**src/rtl/alu_rs_pkg.sv**
```systemverilog
// Shared definitions for the ALU reservation station: default widths,
// the Null tag, enable levels and the ALU opcode encodings.
package alu_rs_pkg;

  localparam int DEF_ENTRIES = 8;
  localparam int DEF_IDX_W   = 3;
  localparam int DEF_TAG_W   = 4;
  localparam int DEF_DATA_W  = 32;
  localparam int DEF_OP_W    = 6;

  localparam logic [DEF_TAG_W-1:0] TAG_NULL = '0;
  localparam logic ENABLE  = 1'b1;
  localparam logic DISABLE = 1'b0;

  typedef enum logic [DEF_OP_W-1:0] {
    OP_NOP  = 6'd0,
    OP_ADD  = 6'd1,
    OP_SUB  = 6'd2,
    OP_AND  = 6'd3,
    OP_OR   = 6'd4,
    OP_XOR  = 6'd5,
    OP_SLL  = 6'd6,
    OP_SRL  = 6'd7,
    OP_SRA  = 6'd8,
    OP_SLT  = 6'd9,
    OP_SLTU = 6'd10,
    OP_ADDI = 6'd11,
    OP_ANDI = 6'd12,
    OP_ORI  = 6'd13,
    OP_XORI = 6'd14,
    OP_BEQ  = 6'd15,
    OP_BNE  = 6'd16,
    OP_LUI  = 6'd17,
    OP_AUIPC = 6'd18,
    OP_JAL  = 6'd19,
    OP_JALR = 6'd20
  } alu_op_e;

endpackage

```
**src/rtl/alu_rs_sel.sv**
```systemverilog
// Lowest-index priority encoder: reports whether any request bit is set
// and the index of the lowest one.
module alu_rs_sel #(
  parameter int N = 8,
  parameter int W = 3
) (
  input  logic [N-1:0] req,
  output logic         found,
  output logic [W-1:0] idx
);

  // Scan from the top down so the lowest set bit is the last one written.
  always_comb begin
    found = 1'b0;
    idx   = '0;
    for (int i = N - 1; i >= 0; i--) begin
      if (req[i]) begin
        found = 1'b1;
        idx   = W'(i);
      end
    end
  end

endmodule

```
**src/rtl/alu_rs.sv**
```systemverilog
// Reservation station for the integer ALU: holds dispatched instructions,
// snoops the ALU and LSB CDBs for operands, and issues the lowest ready slot.
module alu_rs
  import alu_rs_pkg::*;
#(
  parameter int ENTRIES = DEF_ENTRIES,
  parameter int IDX_W   = DEF_IDX_W,
  parameter int TAG_W   = DEF_TAG_W,
  parameter int DATA_W  = DEF_DATA_W,
  parameter int OP_W    = DEF_OP_W
) (
  input  logic              clk_in,
  input  logic              rst_n_in,
  input  logic              rdy_in,
  input  logic              clear_i,
  input  logic              disp_en_i,
  input  logic [OP_W-1:0]   disp_op_i,
  input  logic [DATA_W-1:0] disp_vj_i,
  input  logic [DATA_W-1:0] disp_vk_i,
  input  logic [TAG_W-1:0]  disp_qj_i,
  input  logic [TAG_W-1:0]  disp_qk_i,
  input  logic [DATA_W-1:0] disp_imm_i,
  input  logic [DATA_W-1:0] disp_pc_i,
  input  logic [TAG_W-1:0]  disp_des_i,
  output logic              rs_full_o,
  input  logic              cdb_alu_en_i,
  input  logic [TAG_W-1:0]  cdb_alu_tag_i,
  input  logic [DATA_W-1:0] cdb_alu_data_i,
  input  logic              cdb_lsb_en_i,
  input  logic [TAG_W-1:0]  cdb_lsb_tag_i,
  input  logic [DATA_W-1:0] cdb_lsb_data_i,
  output logic              alu_en_o,
  output logic [OP_W-1:0]   alu_op_o,
  output logic [DATA_W-1:0] alu_reg1_o,
  output logic [DATA_W-1:0] alu_reg2_o,
  output logic [DATA_W-1:0] alu_imm_o,
  output logic [DATA_W-1:0] alu_pc_o,
  output logic [TAG_W-1:0]  alu_des_o
);

  localparam logic [IDX_W:0] FULL_LVL = (IDX_W + 1)'(ENTRIES - 1);

  logic [ENTRIES-1:0] busy;
  logic [OP_W-1:0]    op_q  [ENTRIES];
  logic [DATA_W-1:0]  vj_q  [ENTRIES];
  logic [DATA_W-1:0]  vk_q  [ENTRIES];
  logic [TAG_W-1:0]   qj_q  [ENTRIES];
  logic [TAG_W-1:0]   qk_q  [ENTRIES];
  logic [DATA_W-1:0]  imm_q [ENTRIES];
  logic [DATA_W-1:0]  pc_q  [ENTRIES];
  logic [TAG_W-1:0]   des_q [ENTRIES];

  logic               wake_j      [ENTRIES];
  logic               wake_k      [ENTRIES];
  logic [DATA_W-1:0]  wake_j_data [ENTRIES];
  logic [DATA_W-1:0]  wake_k_data [ENTRIES];
  logic [ENTRIES-1:0] ready_vec;
  logic [ENTRIES-1:0] free_vec;

  logic             free_found;
  logic [IDX_W-1:0] free_idx;
  logic             ready_found;
  logic [IDX_W-1:0] ready_idx;
  logic             disp_fire;

  logic              disp_j_alu, disp_j_lsb, disp_k_alu, disp_k_lsb;
  logic [DATA_W-1:0] disp_vj_res, disp_vk_res;
  logic [TAG_W-1:0]  disp_qj_res, disp_qk_res;

  logic [IDX_W:0] busy_cnt;
  logic [IDX_W:0] cnt_next;

  // Per-slot CDB snoop; a slot whose operand is already resolved never matches.
  for (genvar g = 0; g < ENTRIES; g++) begin : g_wake
    assign wake_j[g] = (qj_q[g] != '0) &&
                       ((cdb_alu_en_i && cdb_alu_tag_i == qj_q[g]) ||
                        (cdb_lsb_en_i && cdb_lsb_tag_i == qj_q[g]));
    assign wake_k[g] = (qk_q[g] != '0) &&
                       ((cdb_alu_en_i && cdb_alu_tag_i == qk_q[g]) ||
                        (cdb_lsb_en_i && cdb_lsb_tag_i == qk_q[g]));
    assign wake_j_data[g] = (cdb_alu_en_i && cdb_alu_tag_i == qj_q[g]) ?
                            cdb_alu_data_i : cdb_lsb_data_i;
    assign wake_k_data[g] = (cdb_alu_en_i && cdb_alu_tag_i == qk_q[g]) ?
                            cdb_alu_data_i : cdb_lsb_data_i;
    assign ready_vec[g] = busy[g] && (qj_q[g] == '0) && (qk_q[g] == '0);
  end

  assign free_vec = ~busy;

  alu_rs_sel #(.N(ENTRIES), .W(IDX_W)) u_free_sel (
    .req   (free_vec),
    .found (free_found),
    .idx   (free_idx)
  );

  alu_rs_sel #(.N(ENTRIES), .W(IDX_W)) u_ready_sel (
    .req   (ready_vec),
    .found (ready_found),
    .idx   (ready_idx)
  );

  assign disp_fire  = disp_en_i && free_found;
  assign disp_j_alu = (disp_qj_i != '0) && cdb_alu_en_i && (cdb_alu_tag_i == disp_qj_i);
  assign disp_j_lsb = (disp_qj_i != '0) && cdb_lsb_en_i && (cdb_lsb_tag_i == disp_qj_i);
  assign disp_k_alu = (disp_qk_i != '0) && cdb_alu_en_i && (cdb_alu_tag_i == disp_qk_i);
  assign disp_k_lsb = (disp_qk_i != '0) && cdb_lsb_en_i && (cdb_lsb_tag_i == disp_qk_i);

  // A source produced on a CDB in the dispatch cycle is captured directly.
  always_comb begin
    disp_vj_res = disp_vj_i;
    disp_qj_res = disp_qj_i;
    disp_vk_res = disp_vk_i;
    disp_qk_res = disp_qk_i;
    if (disp_j_alu) begin
      disp_vj_res = cdb_alu_data_i;
      disp_qj_res = '0;
    end else if (disp_j_lsb) begin
      disp_vj_res = cdb_lsb_data_i;
      disp_qj_res = '0;
    end
    if (disp_k_alu) begin
      disp_vk_res = cdb_alu_data_i;
      disp_qk_res = '0;
    end else if (disp_k_lsb) begin
      disp_vk_res = cdb_lsb_data_i;
      disp_qk_res = '0;
    end
  end

  always_comb begin
    busy_cnt = '0;
    for (int i = 0; i < ENTRIES; i++) begin
      busy_cnt = busy_cnt + (IDX_W + 1)'(busy[i]);
    end
    cnt_next = busy_cnt - (IDX_W + 1)'(ready_found) + (IDX_W + 1)'(disp_fire);
  end

  always_ff @(posedge clk_in or negedge rst_n_in) begin
    if (!rst_n_in) begin
      busy       <= '0;
      rs_full_o  <= 1'b0;
      alu_en_o   <= 1'b0;
      alu_op_o   <= '0;
      alu_reg1_o <= '0;
      alu_reg2_o <= '0;
      alu_imm_o  <= '0;
      alu_pc_o   <= '0;
      alu_des_o  <= '0;
      for (int i = 0; i < ENTRIES; i++) begin
        op_q[i]  <= '0;
        vj_q[i]  <= '0;
        vk_q[i]  <= '0;
        qj_q[i]  <= '0;
        qk_q[i]  <= '0;
        imm_q[i] <= '0;
        pc_q[i]  <= '0;
        des_q[i] <= '0;
      end
    end else if (clear_i) begin
      busy      <= '0;
      alu_en_o  <= 1'b0;
      rs_full_o <= 1'b0;
    end else if (!rdy_in) begin
      alu_en_o <= 1'b0;
    end else begin
      for (int i = 0; i < ENTRIES; i++) begin
        if (busy[i]) begin
          if (wake_j[i]) begin
            vj_q[i] <= wake_j_data[i];
            qj_q[i] <= '0;
          end
          if (wake_k[i]) begin
            vk_q[i] <= wake_k_data[i];
            qk_q[i] <= '0;
          end
        end
      end

      alu_en_o <= ready_found;
      if (ready_found) begin
        alu_op_o        <= op_q[ready_idx];
        alu_reg1_o      <= vj_q[ready_idx];
        alu_reg2_o      <= vk_q[ready_idx];
        alu_imm_o       <= imm_q[ready_idx];
        alu_pc_o        <= pc_q[ready_idx];
        alu_des_o       <= des_q[ready_idx];
        busy[ready_idx] <= 1'b0;
      end

      // The free slot comes from the pre-edge busy vector, so it never
      // collides with the slot being issued this edge.
      if (disp_fire) begin
        busy[free_idx]  <= 1'b1;
        op_q[free_idx]  <= disp_op_i;
        vj_q[free_idx]  <= disp_vj_res;
        qj_q[free_idx]  <= disp_qj_res;
        vk_q[free_idx]  <= disp_vk_res;
        qk_q[free_idx]  <= disp_qk_res;
        imm_q[free_idx] <= disp_imm_i;
        pc_q[free_idx]  <= disp_pc_i;
        des_q[free_idx] <= disp_des_i;
      end

      rs_full_o <= (cnt_next >= FULL_LVL);
    end
  end

endmodule

```
**config.mk**
```make
export PLATFORM = sky130hd
export DESIGN_NAME = alu_rs
export DESIGN_NICKNAME = d
export VERILOG_FILES = /design/src/rtl/alu_rs_pkg.sv /design/src/rtl/alu_rs_sel.sv /design/src/rtl/alu_rs.sv
export SDC_FILE = /design/constraint.sdc
export NUM_CORES = 2
export LEC_CHECK = 0
export CORE_MARGIN = 10
export CORE_UTILIZATION = 35
export CTS_CLUSTER_DIAMETER = 150
export CTS_CLUSTER_SIZE = 10
export DETAILED_ROUTE_END_ITERATION = 6
export HOLD_SLACK_MARGIN = 0.05
export SLEW_MARGIN = 10
export SYNTH_ARGS = -nofsm -noshare
export SYNTH_HDL_FRONTEND = slang
export SYNTH_SLANG_ARGS = --single-unit
export TNS_END_PERCENT = 50
```
**constraint.sdc**
```tcl
create_clock -name clk_in -period 4.2 [get_ports clk_in]
set_input_delay 1.05 -clock clk_in [delete_from_list [all_inputs] [get_ports clk_in]]
set_output_delay 1.05 -clock clk_in [all_outputs]
set_load 0.005 [all_outputs]
```
* Word-level counts from Yosys, hierarchy flattened
Cells that the tools add are included.
Storage, ports and cells: register bits 1316, output and inout bits 140, logic and storage cells 497
Operators by class: add/sub/neg operators 9, order comparisons 8, equality and inequality tests 36, mux-type cells 234, bitwise gates (word level) 7, reductions and logical operators 130
Operator list (count):
- two-way mux 32 bit | 95
- bitwise mux 256 bit | 4
- two-way mux 256 bit | 2
- binary-select mux 32 bit (select 3 bit) | 4
- two-way mux 4 bit | 71
- equality test 4 bit | 36
- bitwise mux 32 bit | 3
- demux 32 bit (select 3 bit) | 1
- logical AND 1 bit | 76
- nonzero test 4 bit | 18
- logical NOT 4 bit | 16
- bitwise mux 48 bit | 1
- two-way mux 3 bit | 16
- two-way mux 8 bit | 6
- two-way mux 1 bit | 22
- adder 4 x 1 -> 4 bit | 5
- binary-select mux 6 bit (select 3 bit) | 1
- demux 6 bit (select 3 bit) | 1
- two-way mux 6 bit | 3
- logical OR 1 bit | 16
- inverter 8 bit | 2
- binary-select mux 4 bit (select 3 bit) | 1
- demux 4 bit (select 3 bit) | 1
- AND 8 bit | 1
- 16 further kinds | 22

* Depth between registers and ports, before layout
depth in word-level cells 24, depth in mapped cells 16, gate-level depth less buffers 16

* By module
A second synthesis with hierarchy kept.
Unflattened totals: cell total of the unflattened synthesis 7414, area, all modules 70745.4 µm²
Modules (own cells, without submodules):
- alu_rs | times used 1, cells each 7388, area each 70585.2 µm², seq. area each 32931.6 µm²
- alu_rs_sel | times used 2, cells each 13, area each 80.1 µm², seq. area each 0.0 µm²

* Worst setup path before layout
OpenSTA, ideal clock, no wires.
path type reg2reg, start point register qk_q[24] (netlist bit), end point register rs_full_o, arrival time 3836 ps, data required time 4128 ps, slack 292 ps, cell stages (with the launch flop) 15, period minus slack after synthesis 3908 ps, cells stage by stage dfrtp_1 > nor4_1 > nand3_1 > nand4_1 > nor3_1 > inv_1 > ha_1 > fa_1 > fa_1 > fa_1 > fa_1 > xor2_1 > o311ai_0 > o21ai_0 > nor2_1
On the way: cells in the longest elaborated chain, start to end 9
Ends and longest elaborated chain:
- from (decl) | line alu_rs.sv:48 | logic [TAG_W-1:0] qk_q [ENTRIES];
- from (signal, indexed assignment) | line alu_rs.sv:198 | qk_q[free_idx] <= disp_qk_res;
- logical NOT 4 bit | line alu_rs.sv:85 | assign ready_vec[g] = busy[g] && (qj_q[g] == '0) && (qk_q[g] == '0);
- logical AND 1 bit | line alu_rs.sv:85
- two-way mux 1 bit (2 in series) | line alu_rs_sel.sv:17 | if (req[i]) begin
- subtractor 4 x 1 -> 4 bit | line alu_rs.sv:135 | cnt_next = busy_cnt - (IDX_W + 1)'(ready_found) + (IDX_W + 1)'(disp_fire);
- adder 4 x 1 -> 4 bit | line alu_rs.sv:135
- greater-or-equal comparator 4 x 3 -> 1 bit | line alu_rs.sv:204 | rs_full_o <= (cnt_next >= FULL_LVL);
- two-way mux 1 bit | line alu_rs.sv:163 | end else if (!rdy_in) begin
- two-way mux 1 bit | line alu_rs.sv:159 | end else if (clear_i) begin
- to (signal assigned) | line alu_rs.sv:204
- to (decl) | line alu_rs.sv:25 | output logic rs_full_o,
No other way between the ends. The select of a mux whose other input is x is not followed. A chain may end at the register's enable or synchronous reset.

* Final worst setup path
start point register qj_q[6] (netlist bit), end point register rs_full_o
On the way: cells in the longest elaborated chain, start to end 15
Ends and longest elaborated chain:
- from (decl) | line alu_rs.sv:47 | logic [TAG_W-1:0] qj_q [ENTRIES];
- from (signal, indexed assignment) | line alu_rs.sv:196 | qj_q[free_idx] <= disp_qj_res;
- logical NOT 4 bit | line alu_rs.sv:85
- logical AND 1 bit (2 in series) | line alu_rs.sv:85
- two-way mux 1 bit (7 in series) | line alu_rs_sel.sv:17
- subtractor 4 x 1 -> 4 bit | line alu_rs.sv:135
- adder 4 x 1 -> 4 bit | line alu_rs.sv:135
- greater-or-equal comparator 4 x 3 -> 1 bit | line alu_rs.sv:204
- two-way mux 1 bit | line alu_rs.sv:163
- two-way mux 1 bit | line alu_rs.sv:159
No other way between the ends. The select of a mux whose other input is x is not followed.

==> results_dict.tcl <==
set metrics [dict create \
    vias 58500 \
    grt-ovfl-total 0 \
    die_y_microns 469 \
    io_pins 365 \
    synth_ff_type "dfrtp_1" \
    die_w_microns 469 \
    final_layout_size_suffix_gt1_frac 0.249 \
    rows 164 \
    fin_hold_ws_ns 0.300 \
    synth_area_per_cell_sq_um 10.8 \
    grt_start_max_net_pins 167 \
    p_leak_uw 0.0353 \
    synth_area_leaders "dfrtp_1 47%, mux2_2 12%, nand2_1 5.4%, a2bb2oi_2 4.7%, o22ai_1 4.6%" \
    netlist_area_sq_um 70500 \
    slowest_delay_ns 0.56 \
    drc 10 \
    path_delay_family "adder cells" \
    yosysTopAreaCell "dfrtp_1" \
    critPathMaxFanout 2 \
    r2r_cells 15 \
    area_delta_synth_final_pct 17.4 \
    slew_viol_final 0 \
    via_per_inst 6.25 \
    maxCapViolations 0 \
    hpwlAfterDp_microns 162000 \
    crit_start "qj_q[6]" \
    place.port_buffers 364 \
    grt_pass1_vias 58800 \
    irDropWorstVdd_v 0.000327 \
    worstSetupPathDepth 15 \
    layout_commonest_cell "dfrtp_1" \
    grt_pass1_wl_microns 403000 \
    max_freq_mhz 252 \
    worst_path_max_delay_cell "fa_1" \
    mostFrequentLayoutCells "1314 x dfrtp_1, 1005 x nand2_1, 753 x mux2_2, 513 x o22ai_1, 363 x clkdlybuf4s50_1" \
    synth_edf_count 0 \
    critPathCapture "rs_full_o" \
    synth_seq_cells 1316 \
    powerDensity_nw_per_um2 396 \
    reg2reg_slack_ns 0.23 \
    endpoint_kind "register" \
    die_area_sq_um 220000 \
    fin_worst_skew_ns 0.0288 \
    path_buf_inv 2 \
    h-tree-depth 4 \
    final.period_utilization 0.946 \
    total_power_uw 32800 \
    clk_latency_ns 0.82 \
    clk_path_buf_depth 3 \
    cts_buffers 149 \
    worst_pin_slew_ns 1.26 \
    cts_root_buffer "clkbuf_16" \
    hold_viol_final 0 \
    failed_checks "design-rule violations" \
    reg2reg_from "qj_q[6]" \
    core-area_sq_um 200000 \
    yosysUniqueCellTypes 57 \
    ant_nets 0 \
    worstSetupPathType "reg -> reg" \
    synth_seq_area_share 0.467 \
    async_flop_share 1.00 \
    outcome "finished, violations left" \
    hold_path_class "in -> async" \
    cts_tree "built" \
    final-setup-viol-count 0 \
    cp-start-kind "register" \
    worstPathCellList "nor4_2 -> buf_4 -> and3_4 -> nand2b_4 -> nor3_4 -> inv_2 -> ha_4 -> fa_1 -> fa_1 -> fa_2 -> fa_2 -> xor2_1 -> o311ai_1 -> o21ai_1 -> nor2_1" \
    grt_use_total 0.240 \
    cts_sinks 1316 \
    synth_cells 6541 \
    required_ns 4.93 \
    path_clk_slew_ns 0.06 \
    yosys.area.top_type_share 0.467 \
    nNetsFinal 6930 \
    wirelength_microns 274000 \
    drt_iter0_drc 6334 \
    antenna_found_initial 25 \
    r2r_end "rs_full_o" \
    post_drt_wl_per_cell_microns 29.2 \
    start_util 0.352 \
    ys_warn_count 0 \
    slew_headroom 0.159 \
    period_needed_ns 3.97 \
    tns_ns 0 \
    gp_congestion 0.861 \
    cp.arrival_ns 4.70 \
    synth_fp_nets 6775 \
    drt_pass1_iterations 7 \
    rsz0062_at_grt "false" \
    postCtsHoldBufs 0 \
]
==> stage by stage <==
step	cells	area, sq um	util	setup slack (ns)
2_1_floorplan	6541	70500	-	0.292
3_3_place_gp	9198	78500	0.393	-0.0441
3_5_place_dp	9198	78500	0.393	-0.0378
4_1_cts	9362	82600	0.413	0.000823
5_1_grt	9366	82700	0.414	0.0208
6_report	9369	82800	0.414	0.228
==> state kept, by name (all words and copies together), names as in the netlist, 4 cells and up <==
signal	count
alu_des_o	4
alu_imm_o	32
alu_op_o	6
alu_pc_o	32
alu_reg1_o	32
alu_reg2_o	32
busy	8
des_q	32
imm_q	256
op_q	48
pc_q	256
qj_q	32
qk_q	32
vj_q	256
vk_q	256
==> metal layers <==
metal  global-route usage  part of all wire  vias up  wire length [microns]
met3               0.0678              0.10      730                  27500
met2                0.372              0.45     3195                 122000
met4               0.0968             0.042       40                  11500
li1                     -                 -    24700                      -
met5              0.00303            0.0013        -                    356
met1                0.315              0.41    29900                 113000
==> repair_timing <==
action / CTS / global route
resized for setup: 3 / 29
pin swaps: 0 / 14
setup endpoints to repair: 1 / 1
gates cloned: 0 / 0
setup buffers: 0 / 3
==> logic make-up (layout without fill, tap and decap cells) <==
| kind of cell | Yosys count | in the layout | share of synthesized area |
|---|---|---|---|
| multiplexers | 889 | 889 | 0.141 |
| adder cells (fa/ha/maj) | 9 | 9 | 0.00224 |
| flip-flops | 1316 | 1316 | 0.467 |
| other | 0 | 4 | 0 |
| AO/OA/AOI/OAI | 1992 | 1992 | 0.237 |
| buffers and inverters | 730 | 898 | 0.0448 |
| XOR/XNOR | 142 | 142 | 0.0176 |
| AND/OR/NAND/NOR | 1463 | 1463 | 0.0897 |
==> Yosys cell counts (all sizes together) (22+ instances only) <==
cell,count
o22ai,513
a2bb2oi,513
mux2,825
dfrtp,1316
a222oi,155
nand4,22
a211oi,105
clkbuf,487
xnor2,40
a21oi,218
a22oi,136
nor2,202
buf,225
a22o,107
o2bb2ai,64
xor2,102
and2,107
nand3,29
o31ai,106
nor4,48
o21ai,44
mux2i,64
nand2,1011
==> power by group <==
group	switching [uW]	internal, uW	leakage (uW)
combinational	2850	2830	0.0158
clock	5340	6420	0.00196
sequential	1210	14100	0.0176
total	9390	23400	0.0353
==> worst min path at each step <==
stage	start	endpoint	slack, ns	cells after the start
after CTS	rst_n_in	alu_reg1_o[21]	0.29	1
after detailed placement	pc_q[165]	pc_q[165]	0.46	2
after global routing	rst_n_in	pc_q[40]	0.33	1
final	rst_n_in	alu_reg1_o[21]	0.30	1
after global placement	imm_q[164]	imm_q[164]	0.46	2
after floorplan	des_q[16]	des_q[16]	0.44	2
==> cell type report <==
class,count,area [sq um]
timing repair buffer,716,7530
clock inverter,14,251
antenna,4,10.0
fill,19000,117000
clock buffer,150,3750
sequential,1316,32900
inverter,18,67.6
tap,2656,3320
multi-input combinational,4495,34900
Power figures use the tool's default switching activity.
